### src/rtl/draw_pkg.sv
// Shared widths, screen defaults and FSM state encoding for the draw scheduler.
package draw_pkg;

  localparam int X_W   = 8;
  localparam int Y_W   = 7;
  localparam int DIM_W = 4;
  localparam int COL_W = 3;

  localparam int SCREEN_W_DEF = 160;
  localparam int SCREEN_H_DEF = 120;

  typedef enum logic [2:0] {
    IDLE,
    SNAP,
    ERASE,
    WAIT_E,
    DRAW,
    WAIT_D,
    NEXT,
    FINISH
  } state_t;

endpackage

### src/rtl/sprite_clip.sv
// Clips one sprite rectangle against the right and bottom screen edges.
// A sprite whose origin is off screen, or whose width/height is zero, is
// reported as not visible.
module sprite_clip
  import draw_pkg::*;
#(
  parameter int SCREEN_W = SCREEN_W_DEF,
  parameter int SCREEN_H = SCREEN_H_DEF
) (
  input  logic [X_W-1:0]   x,
  input  logic [Y_W-1:0]   y,
  input  logic [DIM_W-1:0] w,
  input  logic [DIM_W-1:0] h,
  output logic [DIM_W-1:0] w_eff,
  output logic [DIM_W-1:0] h_eff,
  output logic             visible
);

  logic [8:0] room_w;
  logic [8:0] room_h;

  // Room to the screen edge and the clipped size, at 9 bits so 160-x cannot wrap.
  // NOTE: every output gets a default first so no path leaves it unassigned (no latch).
  always_comb begin
    room_w  = 9'(SCREEN_W) - {1'b0, x};
    room_h  = 9'(SCREEN_H) - {2'b0, y};
    w_eff   = w;
    h_eff   = h;
    visible = ({1'b0, x} < 9'(SCREEN_W)) && ({2'b0, y} < 9'(SCREEN_H)) &&
              (w != '0) && (h != '0);
    if ({5'b0, w} > room_w) w_eff = room_w[DIM_W-1:0];
    if ({5'b0, h} > room_h) h_eff = room_h[DIM_W-1:0];
  end

endmodule

### src/rtl/draw_scheduler.sv
// Frame-level sequencer sharing one rectangle draw engine among N sprites.
// Each frame tick visits every sprite in index order: erase its previous
// rectangle in the background colour, then draw its current one.
// Optional macro DRAW_SCHED_SKIP_STATIC_EN: sprites whose clipped rectangle
// and colour are unchanged since the last draw are skipped entirely.
module draw_scheduler
  import draw_pkg::*;
#(
  parameter int               N_SPRITES = 5,
  parameter int               SCREEN_W  = SCREEN_W_DEF,
  parameter int               SCREEN_H  = SCREEN_H_DEF,
  parameter logic [COL_W-1:0] BG_COLOUR = 3'b000
) (
  input  logic                       clk,
  input  logic                       reset,
  input  logic                       frame_tick,
  input  logic [N_SPRITES-1:0]       spr_active,
  input  logic [X_W*N_SPRITES-1:0]   spr_x,
  input  logic [Y_W*N_SPRITES-1:0]   spr_y,
  input  logic [DIM_W*N_SPRITES-1:0] spr_w,
  input  logic [DIM_W*N_SPRITES-1:0] spr_h,
  input  logic [COL_W*N_SPRITES-1:0] spr_c,
  input  logic                       draw_done,
  output logic                       draw_start,
  output logic [X_W-1:0]             draw_x,
  output logic [Y_W-1:0]             draw_y,
  output logic [DIM_W-1:0]           draw_w,
  output logic [DIM_W-1:0]           draw_h,
  output logic [COL_W-1:0]           draw_c,
  output logic                       busy,
  output logic                       frame_done,
  output logic                       overrun
);

  localparam int IDX_W = (N_SPRITES > 1) ? $clog2(N_SPRITES) : 1;

  state_t             state;
  logic [IDX_W-1:0]   idx;

  // Inputs of the sprite currently addressed by idx, and its clipped view.
  logic [X_W-1:0]     sel_x;
  logic [Y_W-1:0]     sel_y;
  logic [DIM_W-1:0]   sel_w;
  logic [DIM_W-1:0]   sel_h;
  logic [COL_W-1:0]   sel_c;
  logic [DIM_W-1:0]   clip_w;
  logic [DIM_W-1:0]   clip_h;
  logic               clip_vis;
  logic               sel_act;

  // Working copy of the sprite, frozen at SNAP for the rest of its visit.
  logic [X_W-1:0]     cur_x;
  logic [Y_W-1:0]     cur_y;
  logic [DIM_W-1:0]   cur_w;
  logic [DIM_W-1:0]   cur_h;
  logic [COL_W-1:0]   cur_c;
  logic               cur_act;

  // Shadow of what is currently on screen for each sprite.
  logic [X_W-1:0]     old_x [N_SPRITES];
  logic [Y_W-1:0]     old_y [N_SPRITES];
  logic [DIM_W-1:0]   old_w [N_SPRITES];
  logic [DIM_W-1:0]   old_h [N_SPRITES];
  logic [N_SPRITES-1:0] drawn;

  assign sel_x   = spr_x[int'(idx)*X_W +: X_W];
  assign sel_y   = spr_y[int'(idx)*Y_W +: Y_W];
  assign sel_w   = spr_w[int'(idx)*DIM_W +: DIM_W];
  assign sel_h   = spr_h[int'(idx)*DIM_W +: DIM_W];
  assign sel_c   = spr_c[int'(idx)*COL_W +: COL_W];
  assign sel_act = spr_active[idx] && clip_vis;

  sprite_clip #(
    .SCREEN_W (SCREEN_W),
    .SCREEN_H (SCREEN_H)
  ) u_clip (
    .x       (sel_x),
    .y       (sel_y),
    .w       (sel_w),
    .h       (sel_h),
    .w_eff   (clip_w),
    .h_eff   (clip_h),
    .visible (clip_vis)
  );

`ifdef DRAW_SCHED_SKIP_STATIC_EN
  logic [COL_W-1:0] old_c [N_SPRITES];
  logic             sel_match;

  assign sel_match = (sel_x == old_x[idx]) && (sel_y == old_y[idx]) &&
                     (clip_w == old_w[idx]) && (clip_h == old_h[idx]) &&
                     (sel_c == old_c[idx]);
`endif

  // Pass sequencer: state, registered engine interface and shadow updates.
  // NOTE: all state here is updated with <= so every register samples the pre-edge values.
  always_ff @(posedge clk) begin
    if (reset) begin
      state      <= IDLE;
      idx        <= '0;
      draw_start <= 1'b0;
      draw_x     <= '0;
      draw_y     <= '0;
      draw_w     <= '0;
      draw_h     <= '0;
      draw_c     <= '0;
      busy       <= 1'b0;
      frame_done <= 1'b0;
      overrun    <= 1'b0;
      cur_x      <= '0;
      cur_y      <= '0;
      cur_w      <= '0;
      cur_h      <= '0;
      cur_c      <= '0;
      cur_act    <= 1'b0;
      drawn      <= '0;
      // NOTE: the shadow is reset explicitly; a stale shadow would erase garbage after reset.
      for (int i = 0; i < N_SPRITES; i++) begin
        old_x[i] <= '0;
        old_y[i] <= '0;
        old_w[i] <= '0;
        old_h[i] <= '0;
`ifdef DRAW_SCHED_SKIP_STATIC_EN
        old_c[i] <= '0;
`endif
      end
    end else begin
      draw_start <= 1'b0;
      frame_done <= 1'b0;
      if (frame_tick && (state != IDLE)) overrun <= 1'b1;

      case (state)
        IDLE: begin
          if (frame_tick) begin
            state <= SNAP;
            busy  <= 1'b1;
            idx   <= '0;
          end
        end

        SNAP: begin
          cur_x   <= sel_x;
          cur_y   <= sel_y;
          cur_w   <= clip_w;
          cur_h   <= clip_h;
          cur_c   <= sel_c;
          cur_act <= sel_act;
`ifdef DRAW_SCHED_SKIP_STATIC_EN
          if (drawn[idx] && sel_act && sel_match) state <= NEXT;
          else
`endif
          if (drawn[idx]) state <= ERASE;
          else if (sel_act) state <= DRAW;
          else state <= NEXT;
        end

        ERASE: begin
          draw_start <= 1'b1;
          draw_x     <= old_x[idx];
          draw_y     <= old_y[idx];
          draw_w     <= old_w[idx];
          draw_h     <= old_h[idx];
          draw_c     <= BG_COLOUR;
          state      <= WAIT_E;
        end

        WAIT_E: begin
          if (draw_done) begin
            if (cur_act) begin
              state <= DRAW;
            end else begin
              drawn[idx] <= 1'b0;
              state      <= NEXT;
            end
          end
        end

        DRAW: begin
          draw_start <= 1'b1;
          draw_x     <= cur_x;
          draw_y     <= cur_y;
          draw_w     <= cur_w;
          draw_h     <= cur_h;
          draw_c     <= cur_c;
          state      <= WAIT_D;
        end

        WAIT_D: begin
          if (draw_done) begin
            old_x[idx] <= cur_x;
            old_y[idx] <= cur_y;
            old_w[idx] <= cur_w;
            old_h[idx] <= cur_h;
`ifdef DRAW_SCHED_SKIP_STATIC_EN
            old_c[idx] <= cur_c;
`endif
            drawn[idx] <= 1'b1;
            state      <= NEXT;
          end
        end

        NEXT: begin
          if (idx == IDX_W'(N_SPRITES - 1)) begin
            state <= FINISH;
          end else begin
            idx   <= idx + 1'b1;
            state <= SNAP;
          end
        end

        FINISH: begin
          frame_done <= 1'b1;
          busy       <= 1'b0;
          state      <= IDLE;
        end

        default: state <= IDLE;
      endcase
    end
  end

endmodule

### config.mk
export PLATFORM = sky130hd
export DESIGN_NAME = draw_scheduler
export DESIGN_NICKNAME = d
export VERILOG_FILES = /design/src/rtl/draw_pkg.sv /design/src/rtl/sprite_clip.sv /design/src/rtl/draw_scheduler.sv
export SDC_FILE = /design/constraint.sdc
export NUM_CORES = 1
export LEC_CHECK = 0
export CAP_MARGIN = 20
export CORE_UTILIZATION = 45
export DETAILED_ROUTE_END_ITERATION = 10
export PLACE_DENSITY = 0.7
export SYNTH_ARGS = -nofsm -noshare
export SYNTH_HDL_FRONTEND = slang
export SYNTH_SLANG_ARGS = --single-unit
### constraint.sdc
create_clock -name clk -period 3.8 [get_ports clk]
set_input_delay 0.57 -clock clk [delete_from_list [all_inputs] [get_ports clk]]
set_output_delay 0.57 -clock clk [all_outputs]
set_load 0.01 [all_outputs]
==> metrics.yaml <==
outcome: "complete, but fails checks"
violations: "DRC"
endpoint_kind: "flip-flop"
syn-num-nets: 1077
core_area_um2: 26280
synth-main-ff-cell: "edfxtp_1"
cts_resized: 0
cp.arrival_ps: 3910
clk_pin_slew_worst_paths_ps: 60
cp_max_fo: 33
vias: 8438
fin_area_um2: 15100
grt_max_degree: 78
async_flop_share_pct: 0
place_inst: 1404
ys_seq_elements: 255
synth_edf_count: 184
setup_violations: 0
postPlaceCellArea_um2: 14340
ff2ff_setup_slack_ps: 310
path_cells: "buf_12 -> mux4_2 -> a22oi_1 -> ha_1 -> inv_1 -> ha_1 -> nor2b_1 -> o21a_1 -> o21a_1 -> o221ai_1 -> inv_1 -> a21o_1 -> a311oi_1"
combPwrFrac_pct: 14.6
hold_viol_final: 0
die_w_um: 166.3
tritoncts: "done"
stdcell_count: 1451
rows: 59
r2r-start: "idx[1]$_SDFFE_PP0P_"
routed_wirelength_mm: 31.02
area_growth_pct: 24.28
n_antenna_cell: 0
drt-vias-per-instance: 5.815
fillCellCount: 2164
regArea_um2: 6952
start_util_pct: 46.23
yosys_warnings: 0
p_seq_share_pct: 51.1
grt_overflow: 0
switching_share_pct: 26.08
ctsLongestPathBuffers: 3
netlist_area_um2: 12150
final_antenna_net_count: 0
min_period_ps: 3486
p_int_mw: 4.941
fin_crit_sh_pct: 91.73
numPortBuffers: 168
cts_max_level: 1
drt_iter0_drc: 621
worst_pin_slew_ps: 865.8
slowest_delay_ps: 600
cts_buffers: 26
synthCells: 926
cpMaxStageDelayCell: "dfxtp_2"
dp_hpwl_mm: 20.81
cap_viol_max_count: 0
clkPwrFrac_pct: 34.4
required_ps: 4220
routedWlPerCell_um: 21.37
cts_setup_buffers: 0
ctsHoldBuffers: 0
switching_power_mw: 1.743
grtUsageTotal_pct: 22.76
grt_pass1_vias: 8765
relSlewSlack_pct: 42.28
clock_skew_ps: 17.76
drc: 2
die_y_um: 166.3
syn_area_per_cell_um2: 13.12
pwr_density_cell_nw_per_um2: 442.6
path_class: "flip-flop to flip-flop"
grt_pass1_wl_mm: 48.61
fin_hold_ws_ps: 467.5
clk-insertion-delay-late_ps: 530
gp_congestion: 0.8970
ios: 169
clockRootBuffer: "clkbuf_16"
nets: 1248
crit_start: "idx[1]$_SDFFE_PP0P_"
p_leak_nw: 5.180
drv_slew: 0
yosysUniqueCellTypes: 70
antenna_found_initial: 0
numClockSinks: 255
start_kind: "flip-flop"
dr.pass1.iters: 10
drive_above_1_share_pct: 14.52
multiInputGateArea_um2: 4906
ys_seq_area_share_pct: 57.17
die_area_um2: 27660
ir_worst_vdd_v: 0.0002937
rsz0062_at_grt: "no"
totalNegativeSetupSlack_ps: 0
crit_path_end: "cur_w[0]$_SDFFE_PP0P_"
max_freq_mhz: 286.9
final_util_pct: 57.46
r2r.worst_path.cells: 13
hold_path.class: "flip-flop to flip-flop"
reg2reg_to: "cur_w[0]$_SDFFE_PP0P_"
[metal layers]
metal	global-route usage, %	routed length [um]	part of all wire [%]
met1	28.80	12710	41
met5	0	0	0
met4	8.011	933	3.0
met3	3.360	2093	6.7
met2	39.88	15280	49
[flip-flops by register name (all words and copies together) (netlist names), 7 cells and up, named ones only]
| name | count |
|---|---|
| old_x | 64 |
| old_y | 56 |
| old_h | 32 |
| old_w | 32 |
| cur_x | 8 |
| draw_x | 8 |
| cur_y | 7 |
| draw_y | 7 |
[critical path: cells and delay by family, from the launching register on]
family / cells / cell delay, ps
muxes: 1 / 340
buffers and inverters: 3 / 510
adders and majority gates: 2 / 520
DFF: 1 / 600
and+or+nand+nor: 1 / 130
AOI/OAI and AO/OA: 6 / 1270
[logic make-up (layout without fill, tap and decap cells)]
group / count (synthesis) / in the layout / synth area share (%)
adders and majority gates: 12 / 12 / 1.236
DFF: 255 / 255 / 57.17
buffers and inverters: 80 / 270 / 2.780
muxes: 112 / 112 / 15.81
xor gates and xnor gates: 5 / 5 / 0.3604
and+or+nand+nor: 324 / 324 / 14.18
AOI/OAI and AO/OA: 138 / 138 / 8.465
[power groups by stage]
| stage | sequential (mW) | clock [mW] | combinational [mW] |
|---|---|---|---|
| 6_report | 3.41 | 2.30 | 0.973 |
| 5_1_grt | 3.45 | 2.43 | 1.06 |
| 4_1_cts | 3.41 | 2.33 | 0.976 |
| 3_5_place_dp | 3.47 | 0 | 0.972 |
| 3_3_place_gp | 3.46 | 0 | 0.958 |
| 2_1_floorplan | 3.36 | 0 | 0.550 |
[metrics by stage]
| step | power, mW | worst slack, ps |
|---|---|---|
| after floorplan | 3.910 | 225.8 |
| after global routing | 6.945 | 27.47 |
| after global placement | 4.417 | 116.2 |
| after CTS | 6.713 | 199.2 |
| final | 6.684 | 314.2 |
| after detailed placement | 4.442 | 52.73 |
[worst min-delay path by stage]
stage | startpoint | end | slack, ps | cells after the start
2_1_floorplan | flip-flop | flip-flop | 450 | 2
3_3_place_gp | overrun$_SDFFE_PP0P_ | overrun$_SDFFE_PP0P_ | 450 | 2
3_5_place_dp | overrun$_SDFFE_PP0P_ | overrun$_SDFFE_PP0P_ | 460 | 2
4_1_cts | overrun$_SDFFE_PP0P_ | overrun$_SDFFE_PP0P_ | 470 | 2
5_1_grt | cur_c[0]$_SDFFE_PP0P_ | cur_c[0]$_SDFFE_PP0P_ | 520 | 2
6_report | overrun$_SDFFE_PP0P_ | overrun$_SDFFE_PP0P_ | 470 | 2
[cell usage in the layout, fill, tap and decap left out, types with 26 or more instances in the layout]
cell type / count
edfxtp_1: 184
clkdlybuf4s50_1: 167
and2_1: 117
nor2_1: 106
dfxtp_1: 67
mux4_2: 62
mux2i_1: 46
buf_4: 36
a221oi_1: 27
clkbuf_16: 27
nand2_1: 26
[cells in the mapped netlist (all sizes together) (4+ instances only)]
cell / count / area, um^2
edfxtp: 184 / 5525
and2: 117 / 732.0
nor2: 109 / 409.1
dfxtp: 71 / 1421
mux4: 63 / 1423
mux2i: 46 / 460.4
clkbuf: 43 / 161.4
a221oi: 28 / 245.2
nand2: 26 / 97.59
buf: 21 / 116.4
a211oi: 18 / 135.1
o21ai: 18 / 90.09
a21oi: 15 / 75.07
inv: 15 / 56.30
nor3: 14 / 70.07
ha: 12 / 150.1
a22oi: 11 / 82.58
nand3b: 8 / 60.06
nand3: 7 / 35.03
nor3b: 7 / 57.55
or2: 7 / 43.79
nor4: 6 / 43.79
o311ai: 6 / 52.55
nor2b: 5 / 31.28
xnor2: 5 / 43.79
a22o: 4 / 35.03
o22ai: 4 / 25.02
[layout make-up]
class / instances / area share, %
multi-input combinational: 591 / 32.49
inverter: 16 / 0.3977
clock inverter: 9 / 0.2651
timing repair buffer: 207 / 13.29
sequential: 255 / 46.04
tap: 335 / 2.776
clock buffer: 38 / 4.748
(Power assumes the default switching activity.)
